### src/rtl/beep_melody_seq.sv
// beep_melody_seq: game-over jingle generator for the buzzer path.
// Plays an 8-entry note ROM once on entry into game-over mode
// (gamemode == 2'b11), producing a registered square-wave beep.
// The FSM state is exported on o_dbg_state for observation.
module beep_melody_seq #(
  parameter int unsigned BEAT_CYCLES = 32'd12_500_000,
  parameter int unsigned GAP_CYCLES  = 32'd1_250_000,
  parameter int unsigned HP_SHIFT    = 32'd0
) (
  input  logic       clk,
  input  logic       rst,
  input  logic [1:0] gamemode,
  output logic       beep,
  output logic       busy,
  output logic [2:0] note_idx,
  output logic [1:0] o_dbg_state
);

  typedef enum logic [1:0] {
    S_IDLE = 2'd0,
    S_PLAY = 2'd1,
    S_GAP  = 2'd2,
    S_DONE = 2'd3
  } state_t;

  // Raw half-period (clock cycles) per ROM entry; 0 marks a rest.
  function automatic logic [17:0] rom_hp_raw(input logic [2:0] idx);
    logic [17:0] v;
    case (idx)
      3'd0:    v = 18'd63776;   // G5
      3'd1:    v = 18'd75843;   // E5
      3'd2:    v = 18'd95557;   // C5
      3'd3:    v = 18'd0;       // rest
      3'd4:    v = 18'd151685;  // E4
      3'd5:    v = 18'd127551;  // G4
      3'd6:    v = 18'd191110;  // C4
      default: v = 18'd191110;  // C4 (final, long)
    endcase
    return v;
  endfunction

  // Duration in beats per ROM entry.
  function automatic logic [2:0] rom_beats(input logic [2:0] idx);
    logic [2:0] v;
    case (idx)
      3'd0, 3'd1, 3'd2, 3'd3: v = 3'd1;
      3'd4, 3'd5, 3'd6:       v = 3'd2;
      default:                v = 3'd4;
    endcase
    return v;
  endfunction

  state_t      r_state;
  state_t      w_state_nxt;
  logic [1:0]  r_gm_prev;
  logic        r_beep;
  logic        r_busy;
  logic [2:0]  r_note_idx;
  logic [31:0] r_dur_cnt;
  logic [17:0] r_hp_cnt;

  logic        w_beep_nxt;
  logic        w_busy_nxt;
  logic [2:0]  w_idx_nxt;
  logic [31:0] w_dur_nxt;
  logic [17:0] w_hp_nxt;

  logic        w_in_go;
  logic        w_trig;
  logic [17:0] w_cur_hp;
  logic [17:0] w_next_hp;
  logic [17:0] w_first_hp;
  logic [31:0] w_play_len;
  logic        w_play_last;
  logic        w_gap_last;

  assign w_in_go     = (gamemode == 2'b11);
  // Rising into game over only; staying in 2'b11 never retriggers.
  assign w_trig      = w_in_go && (r_gm_prev != 2'b11);
  assign w_cur_hp    = rom_hp_raw(r_note_idx) >> HP_SHIFT;
  assign w_next_hp   = rom_hp_raw(r_note_idx + 3'd1) >> HP_SHIFT;
  assign w_first_hp  = rom_hp_raw(3'd0) >> HP_SHIFT;
  assign w_play_len  = 32'(rom_beats(r_note_idx)) * BEAT_CYCLES;
  assign w_play_last = (r_dur_cnt == w_play_len - 32'd1);
  assign w_gap_last  = (r_dur_cnt == GAP_CYCLES - 32'd1);

  // State register; reset has priority over every other event.
  always_ff @(posedge clk) begin
    if (rst) begin
      r_state <= S_IDLE;
    end else begin
      r_state <= w_state_nxt;
    end
  end

  // Next-state logic: trigger, note/gap sequencing, abort on mode exit.
  always_comb begin
    w_state_nxt = r_state;
    case (r_state)
      S_IDLE: begin
        if (w_trig) w_state_nxt = S_PLAY;
      end
      S_PLAY: begin
        if (!w_in_go)         w_state_nxt = S_IDLE;
        else if (w_play_last) w_state_nxt = S_GAP;
      end
      S_GAP: begin
        if (!w_in_go) begin
          w_state_nxt = S_IDLE;
        end else if (w_gap_last) begin
          w_state_nxt = (r_note_idx == 3'd7) ? S_DONE : S_PLAY;
        end
      end
      default: begin
        if (!w_in_go) w_state_nxt = S_IDLE;
      end
    endcase
  end

  // Output / counter next values, keyed on the transition being taken.
  always_comb begin
    w_beep_nxt = 1'b0;
    w_busy_nxt = 1'b0;
    w_idx_nxt  = 3'd0;
    w_dur_nxt  = 32'd0;
    w_hp_nxt   = 18'd0;
    case (w_state_nxt)
      S_IDLE: begin
        // everything cleared
      end
      S_DONE: begin
        w_idx_nxt = 3'd7;
      end
      S_GAP: begin
        w_busy_nxt = 1'b1;
        w_idx_nxt  = r_note_idx;
        if (r_state == S_GAP) w_dur_nxt = r_dur_cnt + 32'd1;
      end
      default: begin  // S_PLAY
        w_busy_nxt = 1'b1;
        if (r_state == S_PLAY) begin
          w_idx_nxt = r_note_idx;
          w_dur_nxt = r_dur_cnt + 32'd1;
          if (w_cur_hp == 18'd0) begin
            w_beep_nxt = 1'b0;
          end else if (r_hp_cnt == w_cur_hp - 18'd1) begin
            w_beep_nxt = ~r_beep;
            w_hp_nxt   = 18'd0;
          end else begin
            w_beep_nxt = r_beep;
            w_hp_nxt   = r_hp_cnt + 18'd1;
          end
        end else if (r_state == S_GAP) begin
          w_idx_nxt  = r_note_idx + 3'd1;
          w_beep_nxt = (w_next_hp != 18'd0);
        end else begin
          w_idx_nxt  = 3'd0;
          w_beep_nxt = (w_first_hp != 18'd0);
        end
      end
    endcase
  end

  // Datapath registers; previous-gamemode resets to game over so a reset
  // released while already in 2'b11 does not start the jingle.
  always_ff @(posedge clk) begin
    if (rst) begin
      r_gm_prev  <= 2'b11;
      r_beep     <= 1'b0;
      r_busy     <= 1'b0;
      r_note_idx <= 3'd0;
      r_dur_cnt  <= 32'd0;
      r_hp_cnt   <= 18'd0;
    end else begin
      r_gm_prev  <= gamemode;
      r_beep     <= w_beep_nxt;
      r_busy     <= w_busy_nxt;
      r_note_idx <= w_idx_nxt;
      r_dur_cnt  <= w_dur_nxt;
      r_hp_cnt   <= w_hp_nxt;
    end
  end

  assign beep        = r_beep;
  assign busy        = r_busy;
  assign note_idx    = r_note_idx;
  assign o_dbg_state = r_state;

endmodule

### config.mk
export PLATFORM = sky130hd
export DESIGN_NAME = beep_melody_seq
export DESIGN_NICKNAME = d
export VERILOG_FILES = /design/src/rtl/beep_melody_seq.sv
export SDC_FILE = /design/constraint.sdc
export NUM_CORES = 1
export LEC_CHECK = 0
export BUFFER_PORTS_ARGS = -buffer_cell sky130_fd_sc_hd__buf_2
export CAP_MARGIN = 5
export CELL_PAD_IN_SITES_DETAIL_PLACEMENT = 0
export CELL_PAD_IN_SITES_GLOBAL_PLACEMENT = 1
export CORE_ASPECT_RATIO = 0.9
export CORE_UTILIZATION = 40
export DETAILED_ROUTE_END_ITERATION = 16
export PLACE_DENSITY_LB_ADDON = 0.2
export SYNTH_ARGS = -nofsm -noshare
export SYNTH_HDL_FRONTEND = slang
export SYNTH_SLANG_ARGS = --single-unit
export TNS_END_PERCENT = 30
### constraint.sdc
create_clock -name clk -period 5.3 [get_ports clk]
set_clock_uncertainty 0.15 [all_clocks]
set_input_delay 0.53 -clock clk [delete_from_list [all_inputs] [get_ports clk]]
set_output_delay 0.53 -clock clk [all_outputs]
set_load 0.01 [all_outputs]
Word level (Yosys, flattened, before mapping). Index checks and enable logic that the tools add are counted.

Add/sub/neg operators: 5. Multipliers: 1. Equality and inequality tests: 23. Mux-type cells: 22. Bitwise gates (word level): 3. Reduce and logical (&&, ||, !) cells: 13.

Operators with widths (count): 18-bit case mux with 6 select lines (2); 32-bit 2-to-1 mux (2); 32-bit case mux with 2 select lines (1); 32-bit by 1-bit adder with 32-bit output, second input constant (1); 32-bit by 21-bit == test with 1-bit output, second input constant (1); 32-bit == test (1); 27-bit by 1-bit subtractor with 28-bit output, second input constant (1); 3-bit by 19-bit multiplier with 22-bit output, second input constant (1); 18-bit by 1-bit adder with 18-bit output, second input constant (1); 18-bit == test (1); 3-bit == test, second input constant (6); 18-bit zero test (1); 18-bit nonzero test (1); 18-bit by 1-bit subtractor with 18-bit output, second input constant (1); 2-bit 2-to-1 mux (7); 3-bit by 2-bit == test with 1-bit output, second input constant (4); 3-bit case mux with 3 select lines (1); 2-bit == test, second input constant (4); 4-bit OR reduction (2); 7-bit OR reduction (1); 3-bit by 1-bit == test with 1-bit output, second input constant (2); 3-bit zero test (2); 3-bit 2-to-1 mux (2); 3-bit by 1-bit inequality test with 1-bit output, second input constant (2); 12 further kinds (19).

Register bits: 59. Input bits: 4. Output and inout bits: 7.

Logic depth before layout (Yosys ltp). Gate-level depths: netlist of the first run.

Depth in word-level cells: 12. Mapped depth: 17. Gate-level depth less buffers: 14.

Worst setup path after synthesis of the first run. OpenSTA, ideal clock, no wires.

Path type: reg2reg. From: register r_note_idx[1] (netlist: note_idx[1]). To: register r_dur_cnt[2]. Data arrival time: 3.725 ns. Required time: 5.031 ns. Slack: 1.306 ns. Cell stages (with the launch flop): 18. Path buffers: 4. Cells stage by stage: dfxtp_1 -> buf_2 -> inv_1 -> ha_1 -> buf_4 -> o31ai_1 -> inv_1 -> ha_1 -> o211ai_1 -> or4_1 -> nor4_1 -> o2111ai_1 -> o21a_1 -> a21oi_1 -> or2_1 -> buf_6 -> buf_6 -> nor2_4.

Cells in the longest elaborated chain, start to end: 12. Elaborated cells between the ends (all ways): 25. Classes of those cells: add/sub (1); mul (1); eq/ne (10); mux (8); reduce/logical (5).

Ends and longest elaborated chain: start, declared (line 58) `logic [2:0] r_note_idx;`; start signal, assigned (line 178) `r_note_idx <= w_idx_nxt;`; 3-bit by 1-bit == test with 1-bit output (tied with other cells) (line 45) `case (idx)`; 4-bit OR reduction or 3-bit OR reduction (tied branches) (line 45); 3-bit case mux with 2 select lines (line 45); 3-bit by 19-bit multiplier with 22-bit output (line 83) `assign w_play_len = 32'(rom_beats(r_note_idx)) * BEAT_CYCLES;`; 27-bit by 1-bit subtractor with 28-bit output (line 84) `assign w_play_last = (r_dur_cnt == w_play_len - 32'd1);`; 32-bit == test (line 84); 2-bit 2-to-1 mux (line 105) `else if (w_play_last) w_state_nxt = S_GAP;`; 2-bit 2-to-1 mux (line 104) `if (!w_in_go) w_state_nxt = S_IDLE;`; 2-bit case mux with 3 select lines (*) (line 99) `case (r_state)`; 2-bit == test or 2-bit zero test (tied branches) (line 127) `case (w_state_nxt)`; 2-bit OR reduction (no line); 32-bit case mux with 2 select lines (*) (line 127); end signal, assigned (line 179) `r_dur_cnt <= w_dur_nxt;`; end, declared (line 59) `logic [31:0] r_dur_cnt;`.

Every way passes the cells marked *; elsewhere a longest branch is shown, timed or not. A chain may end at the register's enable or synchronous reset.

Worst setup path after layout of the first run.
From: register r_note_idx[0] (netlist: note_idx[0]). To: register r_dur_cnt[14].

Same word-level chain as after synthesis.

==> results.md, run 1 <==
- I/O Buffers: 10
- Clk Latency, worst-skew pair: 0.33 ns
- Gr usage total: 19.3%
- Maximum clock path buffer count: 2
- Pwr per Cell Area: 244 nW/um^2
- Crit Path Class: reg -> reg
- FF+latch count, synth: 59
- Vias in the first global route: 3243
- Worst slew pin tran: 0.627 ns
- Average size of a mapped cell: 8.26 um^2
- Fmax: about 230 MHz
- Hold depth: 2
- Cell breakdown of the critical path: inv_1, ha_1, or3_4, a21o_1, inv_1, ha_1, xnor2_1, or4_1, nor4_1, o2111ai_1, o21a_1, a21oi_1, or2_1, buf_4, nor2_1
- Synth warn: 0
- FF-to-FF path depth: 15
- Period minus WS final: 4.28 ns
- Syn nets: 520
- Residual DRC count: 0
- Antenna Cells: 0
- Inst Count DP: 617
- Starting Density: a little over two fifths
- CP max stage delay: 0.53 ns
- CP startpoint: note_idx[0]
- Vias/cell: around 5.4
- Die area: 10600 um^2
- Reg2reg end: r_dur_cnt[14]
- Hold Vio Cnt, Final: 0
- Slew margin rel.: 57.6%
- Final #Nets: 527
- Hold Path Class: in -> reg
- Die X: 109 um
- Synth Instances: 495
- Worst-path clk slew: 0.06 ns
- Final setup violation count: 0
- Core Region: 9780 um^2
- Post-CTS Hold Fix Bufs: 0
- Setup TNS Final: 0 ns
- Reg2reg setup slack: 1.02 ns
- Initial antenna violation count: 0
- Largest net degree at the start of global routing: 33
- Unrepaired setup endpoints after global routing: no
- CP Buf/Inv Count: 3
- CP max stage cell: or4_1
- Post-CTS Setup Bufs: 0
- Row count: 34
- Post-synth EDFFs: 0
- Cell variety after synth: roughly 70
- Stages on worst setup path: 15
- Crit path max fanout: 32
- Antenna Nets Post-Route: 0
- CTS Buf Count: 9
- Crit path arrival time: 4.32 ns
- Leakage power: 1.58 nW
- Worst r2r src: note_idx[0]
- Status: finished, final reports clean
- Seq/Total Area, Yosys: 28.9%
- Commonest non-fill, non-tap cell in the layout: nor2_1
- Final wirelength: 9.41 mm
- Placed cell area: 4200 um^2
- Die height: 97.9 um
- Iter 0 DRT Violations: 289
- Root Driver: clkbuf_16
- Hold Slack: 0.307 ns
- CP top delay family: simple AND/OR/NAND/NOR gates
- CP Capture Type: flop
- Max_cap viols: 0
- Post-DP HPWL: around 6.8 mm
- Worst Path Required: 5.34 ns
- Mapped cell area: 4090 um^2
- 1st-pass router iterations: 4
- First-pass GRT wire length: 16.2 mm
- Share of layout cells above drive strength 1: between 10% and 20%
- Ys async rst share: 0%
- H-Tree Depth: 3
- Crit path launch type: flop
- Top Ports: 11
- Tcrit/Tclk final: 80.7%
- Grt ovf: 0
- Clock sinks: 59
- Area delta synth->final: 10.8%
- Post-cts sizing count: 0
- Main synth FF type: dfxtp_1
- Post-route cell area: 4530 um^2
- Area of the multi-input gates: 2680 um^2
- Most frequent cells in the layout: nor2_1 (61), dfxtp_1 (59), xor2_1 (37)
- Vias: 3416
- Seq. cell area: 1180 um^2
- Cell Count, Final, Fillers Out: 633
- Wire per inst: 14.9 um
- Max rail drop VDD: between 200 and 250 uV
- Critical Path End: r_dur_cnt[14]
- RePlAce Congestion: 0.823
- Layout fillers: 978
- Final Max Tran Viols: 0
- TritonCTS clock tree: built
power breakdown:
part	switching [mW]	total, mW	internal [mW]	leakage [nW]
logic	0.0133	0.0221	0.00881	0.948
registers	0.00120	0.447	0.446	0.476
clock network	0.200	0.636	0.436	0.159
per-layer routing:
layer  global-route usage [%]  vias to the layer above  routed length, um  share of wire [%]
met2                     29.0                       60               4070                 43
met1                     27.3                     1589               4840                 51
met3                     4.41                       10                401                4.3
met4                     5.51                        0                106                1.1
met5                        0                        -                  0                  0
li1                         -                     1757                  -                  -
how the worst min path moves through the flow:
stage                 startpoint      endpoint
floorplan           r_dur_cnt[0]  r_dur_cnt[0]
global placement    r_dur_cnt[0]  r_dur_cnt[0]
detailed placement  r_dur_cnt[0]  r_dur_cnt[0]
CTS                  gamemode[0]  r_gm_prev[0]
global route         gamemode[0]  r_gm_prev[0]
finish               gamemode[0]  r_gm_prev[0]
synthesized netlist by cell type (all sizes together) (2+ instances only):
cell type  number  share of area, %
nor2           81               8.8
dfxtp          59                29
xor2           37               7.9
nand2          28               2.6
nand3          27               3.4
xnor2          24               5.1
ha             21               6.4
inv            19               1.7
buf            17               3.3
nor3           15               1.8
nand4          13               2.0
a21oi          11               1.3
or2            10               1.5
and3            9               1.4
o21ai           8              0.98
a31oi           7               1.1
or4             7               1.4
mux2i           6               1.5
nand2b          6              0.92
nor4            6               1.1
or3             6               1.2
a211oi          5               1.0
clkbuf          5              0.46
nor2b           5              0.95
o211ai          5               1.2
o22ai           5              0.76
nor3b           4              0.73
nor4b           4              0.86
o2111ai         4              0.86
o21a            4              0.73
o22a            3              0.64
o31ai           3              0.55
a21boi          2              0.37
a21o            2              0.37
and2            2              0.31
and4            2              0.43
nor4bb          2              0.49
o21ba           2              0.49
o32ai           2              0.61
cell families (layout without fill, tap and decap cells):
| kind of cell | count (synthesis) | in the layout | share of synthesized area (%) |
|---|---|---|---|
| compound gates | 75 | 75 | 13.7 |
| xor+xnor | 61 | 61 | 13.1 |
| fa+ha+maj | 21 | 21 | 6.43 |
| buf+inv | 41 | 53 | 5.51 |
| flops | 59 | 59 | 28.9 |
| mux | 6 | 6 | 1.47 |
| simple gates | 232 | 232 | 30.9 |
area by class of cell:
type | instances | share of cell area [%]
Sequential cell | 59 | 26.1
Tap cell | 126 | 3.48
Clock buffer | 12 | 5.66
Clock inverter | 4 | 1.60
Inverter | 19 | 1.57
Timing Repair Buffer | 18 | 2.43
Multi-Input combinational cell | 395 | 59.2
registers in the layout (all words and copies together), names as in the netlist:
register / flops
beep: 1
busy: 1
note_idx: 3
o_dbg_state: 2
r_dur_cnt: 32
r_gm_prev: 2
r_hp_cnt: 18
stage by stage:
stage | total power [mW] | worst slack [ns] | util (%)
after global placement | 0.478 | 1.20 | 43.0
after CTS | 1.12 | 1.03 | 46.3
after global routing | 1.15 | 0.608 | 46.3
final | 1.11 | 1.02 | 46.3
after floorplan | 0.472 | 1.31 | -
after detailed placement | 0.478 | 1.05 | 43.0
Power figures use the tool's default switching activity.
==> inputs of run 2 (changes only) <==
==> constraint.sdc (replaced) <==
create_clock -name clk -period 3.7 [get_ports clk]
set_clock_uncertainty 0.15 [all_clocks]
set_input_delay 0.37 -clock clk [delete_from_list [all_inputs] [get_ports clk]]
set_output_delay 0.37 -clock clk [all_outputs]
set_load 0.01 [all_outputs]
==> results.md, run 2 (same netlist as run 1, synthesis figures left out) <==
- Layout Utilization: 50.4%
- Grt ovf: 0
- Crit Path Class: reg -> reg
- Share of layout cells above drive strength 1: 23.3%
- CP max stage cell: or4_1
- Final wirelength: 10.3 mm
- Vias/cell: 5.47
- Min-delay src: gamemode[1]
- DP Worst Slack: 0.00103 ns
- CP Buf/Inv Count: 4
- Residual DRC count: 0
- Root Driver: clkbuf_16
- Failing checks: setup timing
- Leakage power: around 1.7 nW
- Worst r2r src: note_idx[1]
- CP max stage delay: 0.43 ns
- Post-CTS Hold Fix Bufs: 0
- Slew margin rel.: 56.8%
- Maximum clock path buffer count: 2
- Status: finished, violations left
- Setup WS post-layout: -0.0513 ns
- CP top delay family: simple AND/OR/NAND/NOR gates
- Hold Slack: 0.154 ns
- Clk Latency, worst-skew pair: 0.33 ns
- Gr usage total: 19.6%
- Iter 0 DRT Violations: 331
- H-Tree Depth: 3
- Biggest register: r_dur_cnt
- Setup TNS Final: -0.663 ns
- Starting Density: 41.8%
- Final #Nets: around 550
- Fmax: 267 MHz
- Die area: 10600 um^2
- Cell breakdown of the critical path: inv_4, ha_4, or3_4, a21o_4, ha_4, o211ai_1, or4_1, nor4_2, o2111ai_2, buf_4, buf_6, o21ai_4, a21oi_4, nand3_4, clkbuf_16, nor2_2
- Max reg flops: 32
- Hold Path Class: in -> reg
- Crit path max fanout: 5
- Max rail drop VDD: about 220 uV
- Vias: 3579
- CP startpoint: note_idx[1]
- Area delta synth->final: 20.6%
- Most frequent cells in the layout: dfxtp_1 (57), nor2_1 (54), xor2_1 (37)
- CP Capture Type: flop
- Top Ports: 11
- Tcrit/Tclk final: 101%
- Core Region: 9780 um^2
- 1st-pass router iterations: 5
- CTS Buf Count: 9
- I/O Buffers: 10
- Clock sinks: 59
- Worst Path Required: between 3 and 4 ns
- TritonCTS clock tree: built
- Hold Vio Cnt, Final: 0
- Antenna Nets Post-Route: 0
- Initial antenna violation count: 0
- Vias in the first global route: 3364
- Crit path arrival time: approximately 3.8 ns
- Max_cap viols: 0
- Commonest non-fill, non-tap cell in the layout: dfxtp_1
- Antenna Cells: 0
- Unrepaired setup endpoints after global routing: yes
- Final setup violation count: 18
- Period minus WS final: 3.75 ns
- RePlAce Congestion: 0.824
- Crit path launch type: flop
- Pwr per Cell Area: 305 nW/um^2
- Final Max Tran Viols: 0
- Worst slew pin tran: between 0.6 and 0.7 ns
- Die height: 97.9 um
- First-pass GRT wire length: 16.4 mm
- Die X: 109 um
- Critical path's most frequent cell: ha_4
- Wire per inst: 15.8 um
- Worst-path clk slew: around 0.06 ns
- Post-DP HPWL: between 7 and 8 mm
- Largest net degree at the start of global routing: 31
- Row count: 34
-- run 2: cell count changes in the layout (fill, tap and decap cells not counted), sizes merged --
cell,before,now
inv,19,20
bufinv,2,1
clkinvlp,1,3
buf,18,38
clkbuf,12,11
-- run 2: metal layers --
metal	wire, um	up-vias	track usage [%]
met5	0	-	0
met4	148	0	7.07
met3	314	12	4.14
met2	4640	70	30.5
met1	5230	1695	26.5
li1	-	1802	-
-- run 2: stage by stage --
step	area (um^2)	cells	total power [mW]
floorplan	4120	495	0.677
global placement	4340	628	0.687
detailed placement	4340	628	0.687
CTS	4700	646	1.51
global route	4930	654	1.55
finish	4930	654	1.50
-- run 2: area by class of cell --
cell class	instances	area (um^2)
Clock buffer	9	225
Clock inverter	6	66.3
Fill cell	923	4850
Inverter	19	78.8
Multi-Input combinational cell	395	2850
Sequential cell	59	1190
Tap cell	126	158
Timing Repair Buffer	40	363
-- run 2: worst paths after layout --
kind	endpoint	slack (ns)	cells after the start
setup reg to reg	r_hp_cnt[4]	-0.05	16
setup / recovery	r_hp_cnt[4]	-0.05	16
hold / removal	r_gm_prev[1]	0.15	2
hold reg to reg	r_dur_cnt[0]	0.32	1
-- run 2: report_power, final --
| part | switching (mW) | leakage, nW | internal, mW |
|---|---|---|---|
| clock | 0.310 | 0.134 | 0.518 |
| sequential | 0.00190 | 0.477 | 0.637 |
| combinational | 0.0219 | 1.11 | 0.0165 |
| total | 0.333 | 1.72 | 1.17 |
-- run 2: timing repair --
item,CTS,global route
setup endpoints to repair,24,55
pin swaps,2,20
buffers inserted,2,5
cloned,1,3
gates resized for setup,4,34
